## src/rtl/contador_cm_n_pkg.sv

```systemverilog
// ============================================================================
// contador_cm_n_pkg
//   Shared FSM state encoding, clog2 helper and BCD width macro.
//   Revision: 1.0
// ============================================================================
`default_nettype none

`ifndef CONTADOR_CM_N_BCD_W_DEFINED
`define CONTADOR_CM_N_BCD_W_DEFINED
`define BCD_W(d) (4 * (d))
`endif

package contador_cm_n_pkg;

  typedef enum logic [2:0] {
    INICIAL   = 3'd0,
    ESPERA    = 3'd1,
    CONTA     = 3'd2,
    ARREDONDA = 3'd3,
    CONVERTE  = 3'd4,
    PRONTO    = 3'd5
  } estado_t;

  // Minimum of 1 so that a counter declared with this width always exists.
  function automatic int clog2(input int v);
    int r;
    int x;
    r = 0;
    x = v - 1;
    while (x > 0) begin
      r++;
      x = x >> 1;
    end
    return (r == 0) ? 1 : r;
  endfunction

endpackage

`default_nettype wire

```

## src/rtl/contador_cm_n_if.sv

```systemverilog
// ============================================================================
// contador_cm_n_if
//   Echo input and measurement result bundle of the sonar distance counter.
//   Revision: 1.0
// ============================================================================
`default_nettype none

interface contador_cm_n_if #(
  parameter int N      = 12,
  parameter int DIGITS = 3
);
  logic                        pulso;
  logic [N-1:0]                medida;
  logic [`BCD_W(DIGITS)-1:0]   digitos;
  logic                        pronto;
  logic                        fim;
  logic [2:0]                  db_estado;

  modport master (output pulso, input medida, digitos, pronto, fim, db_estado);
  modport slave  (input pulso, output medida, digitos, pronto, fim, db_estado);
endinterface

`default_nettype wire

```

## src/rtl/bin2bcd_seq.sv

```systemverilog
// ============================================================================
// bin2bcd_seq
//   Sequential double-dabble: N add-3/shift steps, the first one on inicia.
//   Revision: 1.0
// ============================================================================
`default_nettype none

module bin2bcd_seq
  import contador_cm_n_pkg::*;
#(
  parameter int N      = 12,
  parameter int DIGITS = 3
) (
  input  wire logic                      clock,
  input  wire logic                      reset,
  input  wire logic                      inicia,
  input  wire logic [N-1:0]              bin,
  output logic      [`BCD_W(DIGITS)-1:0] bcd,
  output logic                           pronto
);

  localparam int C_BW = `BCD_W(DIGITS);
  localparam int C_SW = C_BW + N;
  localparam int C_CW = clog2(N + 1);

  logic [C_SW-1:0] r_sr;
  logic [C_CW-1:0] r_cnt;
  logic            r_busy;
  logic [C_SW-1:0] w_first;
  logic [C_SW-1:0] w_next;

  function automatic logic [C_SW-1:0] dabble(input logic [C_SW-1:0] sr);
    logic [C_SW-1:0] t;
    t = sr;
    for (int d = 0; d < DIGITS; d++) begin
      if (t[N+4*d +: 4] >= 4'd5)
        t[N+4*d +: 4] = t[N+4*d +: 4] + 4'd3;
    end
    return {t[C_SW-2:0], 1'b0};
  endfunction

  // Loading already performs step one, so the result is out N edges after inicia.
  assign w_first = dabble({{C_BW{1'b0}}, bin});
  assign w_next  = dabble(r_sr);

  always_ff @(posedge clock or negedge reset) begin
    if (!reset) begin
      r_sr   <= '0;
      r_cnt  <= '0;
      r_busy <= 1'b0;
      bcd    <= '0;
      pronto <= 1'b0;
    end else begin
      pronto <= 1'b0;
      if (inicia) begin
        r_sr  <= w_first;
        r_cnt <= C_CW'(N - 1);
        if (N == 1) begin
          bcd    <= w_first[C_SW-1 -: C_BW];
          pronto <= 1'b1;
          r_busy <= 1'b0;
        end else begin
          r_busy <= 1'b1;
        end
      end else if (r_busy) begin
        r_sr  <= w_next;
        r_cnt <= r_cnt - 1'b1;
        if (r_cnt == C_CW'(1)) begin
          bcd    <= w_next[C_SW-1 -: C_BW];
          pronto <= 1'b1;
          r_busy <= 1'b0;
        end
      end
    end
  end

endmodule

`default_nettype wire

```

## src/rtl/contador_cm_n.sv

```systemverilog
// ============================================================================
// contador_cm_n
//   Sonar echo width to distance units, rounded, saturated and BCD-converted.
//   Optional: CONTADOR_CM_ARREDONDA_EN enables half-up rounding.
//   Revision: 1.0
// ============================================================================
`default_nettype none

module contador_cm_n
  import contador_cm_n_pkg::*;
#(
  parameter int R      = 2941,
  parameter int N      = 12,
  parameter int DIGITS = 3,
  parameter int MAX    = 999
) (
  input  wire logic        clock,
  input  wire logic        reset,
  contador_cm_n_if.slave   bus
);

  localparam int C_TW = clog2(R);
  localparam int C_BW = `BCD_W(DIGITS);

  logic            r_sync1;
  logic            r_ps;
  logic            r_ps_d;
  estado_t         r_estado;
  logic [C_TW-1:0] r_tick;
  logic [N-1:0]    r_units;
  logic            r_fim;
  logic [N-1:0]    r_medida;
  logic [C_BW-1:0] r_digitos;
  logic            r_pronto;

  logic            w_rise;
  logic [N-1:0]    w_final;
  logic            w_fim_final;
  logic            w_inicia;
  logic [C_BW-1:0] w_bcd;
  logic            w_conv_pronto;

  assign w_rise   = r_ps & ~r_ps_d;
  assign w_inicia = (r_estado == ARREDONDA);

  always_comb begin
    w_final     = r_units;
    w_fim_final = r_fim;
    if (r_fim)
      w_final = N'(MAX);
`ifdef CONTADOR_CM_ARREDONDA_EN
    else if (r_tick >= C_TW'(R / 2)) begin
      if (r_units >= N'(MAX)) begin
        w_final     = N'(MAX);
        w_fim_final = 1'b1;
      end else begin
        w_final = r_units + 1'b1;
      end
    end
`endif
  end

  always_ff @(posedge clock or negedge reset) begin
    if (!reset) begin
      r_sync1   <= 1'b0;
      r_ps      <= 1'b0;
      r_ps_d    <= 1'b0;
      r_estado  <= INICIAL;
      r_tick    <= '0;
      r_units   <= '0;
      r_fim     <= 1'b0;
      r_medida  <= '0;
      r_digitos <= '0;
      r_pronto  <= 1'b0;
    end else begin
      r_sync1 <= bus.pulso;
      r_ps    <= r_sync1;
      r_ps_d  <= r_ps;
      case (r_estado)
        INICIAL: r_estado <= ESPERA;
        ESPERA, PRONTO: begin
          // The edge-detect cycle itself is the first tick of the echo.
          if (w_rise) begin
            r_tick   <= C_TW'(1);
            r_units  <= '0;
            r_fim    <= 1'b0;
            r_pronto <= 1'b0;
            r_estado <= CONTA;
          end
        end
        CONTA: begin
          if (!r_ps)
            r_estado <= ARREDONDA;
          else if (r_fim)
            r_estado <= CONTA;
          else if (r_units == N'(MAX))
            r_fim <= 1'b1;
          else if (r_tick == C_TW'(R - 1)) begin
            r_tick  <= '0;
            r_units <= r_units + 1'b1;
          end else
            r_tick <= r_tick + 1'b1;
        end
        ARREDONDA: begin
          r_units  <= w_final;
          r_fim    <= w_fim_final;
          r_medida <= w_final;
          r_estado <= CONVERTE;
        end
        CONVERTE: begin
          if (w_conv_pronto) begin
            r_digitos <= w_bcd;
            r_pronto  <= 1'b1;
            r_estado  <= PRONTO;
          end
        end
        default: r_estado <= INICIAL;
      endcase
    end
  end

  bin2bcd_seq #(
    .N      (N),
    .DIGITS (DIGITS)
  ) u_bin2bcd (
    .clock  (clock),
    .reset  (reset),
    .inicia (w_inicia),
    .bin    (w_final),
    .bcd    (w_bcd),
    .pronto (w_conv_pronto)
  );

  assign bus.medida    = r_medida;
  assign bus.digitos   = r_digitos;
  assign bus.pronto    = r_pronto;
  assign bus.fim       = r_fim;
  assign bus.db_estado = r_estado;

endmodule

`default_nettype wire
```

## src/flat_wrapper.sv

```systemverilog
// flat-port wrapper written by rule: the top's interface ports become plain ports
module contador_cm_n_flat import contador_cm_n_pkg::*;
#(
  parameter int R      = 2941,
  parameter int N      = 12,
  parameter int DIGITS = 3,
  parameter int MAX    = 999
)
  (clock, reset, bus_pulso, bus_medida, bus_digitos, bus_pronto, bus_fim, bus_db_estado);
  contador_cm_n_if #(.N(N), .DIGITS(DIGITS)) bus_i ();
  input  wire logic clock;
  input  wire logic reset;
  input wire logic [$bits(bus_i.pulso)-1:0] bus_pulso;
  output wire logic [$bits(bus_i.medida)-1:0] bus_medida;
  output wire logic [$bits(bus_i.digitos)-1:0] bus_digitos;
  output wire logic [$bits(bus_i.pronto)-1:0] bus_pronto;
  output wire logic [$bits(bus_i.fim)-1:0] bus_fim;
  output wire logic [$bits(bus_i.db_estado)-1:0] bus_db_estado;
  assign bus_i.pulso = bus_pulso;
  assign bus_medida = bus_i.medida;
  assign bus_digitos = bus_i.digitos;
  assign bus_pronto = bus_i.pronto;
  assign bus_fim = bus_i.fim;
  assign bus_db_estado = bus_i.db_estado;
  contador_cm_n #(.R(R), .N(N), .DIGITS(DIGITS), .MAX(MAX)) u_core (.clock(clock), .reset(reset), .bus(bus_i));
endmodule
```

## config.mk

```make
export PLATFORM = sky130hd
export DESIGN_NAME = contador_cm_n_flat
export DESIGN_NICKNAME = d
export VERILOG_FILES = /design/src/rtl/contador_cm_n_pkg.sv /design/src/rtl/contador_cm_n_if.sv /design/src/rtl/bin2bcd_seq.sv /design/src/rtl/contador_cm_n.sv /design/src/flat_wrapper.sv
export SDC_FILE = /design/constraint.sdc
export NUM_CORES = 1
export LEC_CHECK = 0
export CELL_PAD_IN_SITES_DETAIL_PLACEMENT = 0
export CELL_PAD_IN_SITES_GLOBAL_PLACEMENT = 2
export CORE_MARGIN = 2
export CORE_UTILIZATION = 42
export CTS_BUF_LIST = sky130_fd_sc_hd__clkbuf_16
export CTS_CLUSTER_SIZE = 25
export DETAILED_ROUTE_END_ITERATION = 8
export PLACE_DENSITY = 0.89
export SYNTH_ARGS = -nofsm -noshare
export SYNTH_HDL_FRONTEND = slang
export SYNTH_SLANG_ARGS = --single-unit
```

## constraint.sdc

```tcl
create_clock -name clock -period 4.67 [get_ports clock]
set_input_delay 0.934 -clock clock [delete_from_list [all_inputs] [get_ports clock]]
set_output_delay 0.934 -clock clock [all_outputs]
set_load 0.02 [all_outputs]
```

==> flow_summary.json <==
{
  "num_antenna_cells": 0,
  "nets": 488,
  "die_w_um": 109,
  "total_power_mw": 3.01,
  "powerDensity_nw_per_um2": 562,
  "drive_above_1_share": 0.0881,
  "routed_wl_mm": 9.85,
  "cts_resized": 0,
  "die-area_um2": 12000,
  "drv_slew": 0,
  "cts_sinks": 97,
  "area_growth_syn_to_layout_pct": 14.7,
  "status": "complete, no violations",
  "cts.htree.levels": 3,
  "post-route-util": 0.494,
  "crit_buf_inv": 0,
  "wire_per_inst_um": 16.0,
  "synth_edf_count": 0,
  "clock_latency_ns": 0.34,
  "numCtsBuffers": 9,
  "cts_setup_buffers": 0,
  "synth_cell_type_count": 53,
  "grt_pass1_vias": 3198,
  "io_buffers": 31,
  "syn_avg_cell_area_um2": 10.4,
  "synth_top_area_cell": "dfrtp_1",
  "pre_cts_ws_ns": 1.75,
  "crit_family": "simple AND/OR/NAND/NOR gates",
  "syn_inst": 451,
  "async_reset_ff_frac": 1.00,
  "critPathSlowestCell": "dfrtp_1",
  "drt-initial-drc-count": 159,
  "grt_max_degree": 69,
  "worst_slack_ns": 1.78,
  "synth_fa_ha_area_frac": 0.0295,
  "crit_path_start_kind": "register",
  "grt_usage": 0.179,
  "syn_nets": 465,
  "tightestPinTransition_ns": 0.869,
  "synth_area_leaders": "dfrtp_1, mux2_2, mux2i_1",
  "path_class": "reg -> reg",
  "max_stage_delay_ns": 0.84,
  "seq_area_frac_synth": 0.520,
  "overflow": 0,
  "p_leak_nw": 2.51,
  "cts-root-buf": "clkbuf_16",
  "holdBufCountCts": 0,
  "routed.top_layer": "met4",
  "instances_no_fill": 617,
  "final_common_cell": "dfrtp_1",
  "placed_cells": 603,
  "setup_tns_ns": 0,
  "grt_pass1_wl_mm": 16.4,
  "synth-compound-area-share": 0.147,
  "crit_chain": "nand2_1 > nand3_1 > mux2_2",
  "rows": 38,
  "drv_cap": 0,
  "drc": 0,
  "synth_top_family_by_area": "simple AND/OR/NAND/NOR gates",
  "core_area_um2": 10800,
  "hold_class": "reg -> reg",
  "vias": 3353,
  "cts_tree": "yes",
  "finClkSkew_ns": 0.00576,
  "r2r_slack_ns": 1.78,
  "die_h_um": 109,
  "fin_crit_ns": 2.89,
  "antenna_found_initial": 0,
  "fillers": 1015,
  "post-route-period-util": 0.619,
  "via_per_inst": 5.43,
  "final_cell_mix": "dfrtp_1, nor2_1, nand2_1",
  "ir_drop_mv": 0.202,
  "timing.rr.start": "u_core.bus.db_estado[0]$_DFFE_PN0P_",
  "cp.arrival_ns": 3.11,
  "r2r_cells": 3,
  "worstPathRequired_ns": 4.89,
  "endpoint": "u_core.u_bin2bcd.bcd[1]$_DFFE_PN0P_",
  "synthMuxAreaShare": 0.0796,
  "synthesis.area_um2": 4670,
  "ios": 32,
  "dominantRegCellSynth": "dfrtp_1",
  "end_kind": "register",
  "place_hpwl_mm": 6.65,
  "setup_violations": 0,
  "drt_pre_antenna_iters": 4,
  "rsz0062_at_grt": "false",
  "synth_seq_cells": 97,
  "critical_path.max_fanout": 27,
  "synth_simple_gate_area_frac": 0.176,
  "slew_headroom": 0.421,
  "cp.depth": 3,
  "path_clk_slew_ns": 0.06,
  "m1WireLength_mm": 4.89,
  "r2r-end": "u_core.u_bin2bcd.bcd[1]$_DFFE_PN0P_",
  "fmax_mhz": 346,
  "wl_met3_um": 249,
  "yosysWarnings": 0,
  "start_util": 0.431,
  "synth_xor_area_frac": 0.0150,
  "startpoint": "u_core.bus.db_estado[0]$_DFFE_PN0P_",
  "final_hold_viol_count": 0,
  "ant_nets": 0,
  "synth_top_area_frac": 0.520,
  "wl_met2_mm": 4.53,
  "gp_congestion": 0.823,
  "clockBufferDepth": 2
}
[per-stage QoR]
step | hold slack, ns | cell area [µm²]
after global routing | 0.379 | 5360
final | 0.357 | 5360
after floorplan | 0.331 | 4670
after CTS | 0.359 | 5360
after detailed placement | 0.345 | 5100
after global placement | 0.336 | 5100
[worst min-delay path by stage]
stage	start	to	slack (ns)	cells after the start
floorplan	u_core.r_sync1$_DFF_PN0_	u_core.r_ps$_DFF_PN0_	0.33	0
global route	u_core.r_sync1$_DFF_PN0_	u_core.r_ps$_DFF_PN0_	0.38	0
finish	u_core.r_sync1$_DFF_PN0_	u_core.r_ps$_DFF_PN0_	0.36	0
CTS	u_core.r_sync1$_DFF_PN0_	u_core.r_ps$_DFF_PN0_	0.36	0
detailed placement	u_core.r_sync1$_DFF_PN0_	u_core.r_ps$_DFF_PN0_	0.34	0
global placement	u_core.r_sync1$_DFF_PN0_	u_core.r_ps$_DFF_PN0_	0.34	0
[synth_stat cells, types with 3 or more instances]
cell type and number:
a211o_1 3, a21o_1 6, a21oi_1 22, and2_1 3
and3_1 6, and4b_1 3, buf_2 3, clkbuf_1 20
dfrtp_1 97, ha_1 11, inv_1 16, mux2_2 17
mux2i_1 18, nand2_1 35, nand2b_1 8, nand3_1 17
nand3b_1 3, nand4_1 5, nor2_1 42, nor2b_1 3
nor3_1 12, nor3b_1 11, o21a_1 3, o21ai_0 33
o311a_1 3, o31ai_1 8, o41ai_1 3, xnor2_1 5
xor2_1 3
[worst reg2reg max path, cell delays in order (launching register included)]
cell and delay, ns:
dfrtp_1 0.84, nand2_1 0.71, nand3_1 0.81, mux2_2 0.41
[registers in the layout, summed over array words and instances, names as in the netlist]
register / count
u_core.r_tick: 12
u_core.u_bin2bcd.pronto: 1
u_core.bus.db_estado: 3
u_core.u_bin2bcd.r_sr: 23
u_core.u_bin2bcd.r_busy: 1
u_core.u_bin2bcd.bcd: 12
u_core.bus.medida: 12
u_core.bus.pronto: 1
u_core.r_ps_d: 1
u_core.bus.digitos: 12
u_core.u_bin2bcd.r_cnt: 4
u_core.r_sync1: 1
u_core.r_units: 12
u_core.r_ps: 1
u_core.bus.fim: 1
[area by class of cell]
cell class              count  area (µm²)  area share
inverters                  16        60.1      0.0112
well taps                 140         175      0.0327
flip-flops and latches     97        2430       0.453
repair buffers             36         345      0.0645
clock inverters             5        27.5     0.00514
clock buffers               9         225      0.0421
multi-input cells         314        2090       0.391
[kinds of logic after synthesis]
group,after synthesis
AND/OR/NAND/NOR,158
AO/OA/AOI/OAI,102
flip-flops,97
buffers and inverters,40
multiplexers,35
adder cells (fa/ha/maj),11
XOR/XNOR,8
[routing by layer]
metal | vias up | GRT usage
met5 | - | 0
met4 | 0 | 0.0823
met3 | 11 | 0.0267
met2 | 42 | 0.257
met1 | 1642 | 0.267
li1 | 1658 | -
[power by group]
group / internal [mW] / switching, mW
clock network: 0.350 / 0.301
registers: 1.08 / 0.234
logic: 0.474 / 0.574
Power figures use the tool's default switching activity.
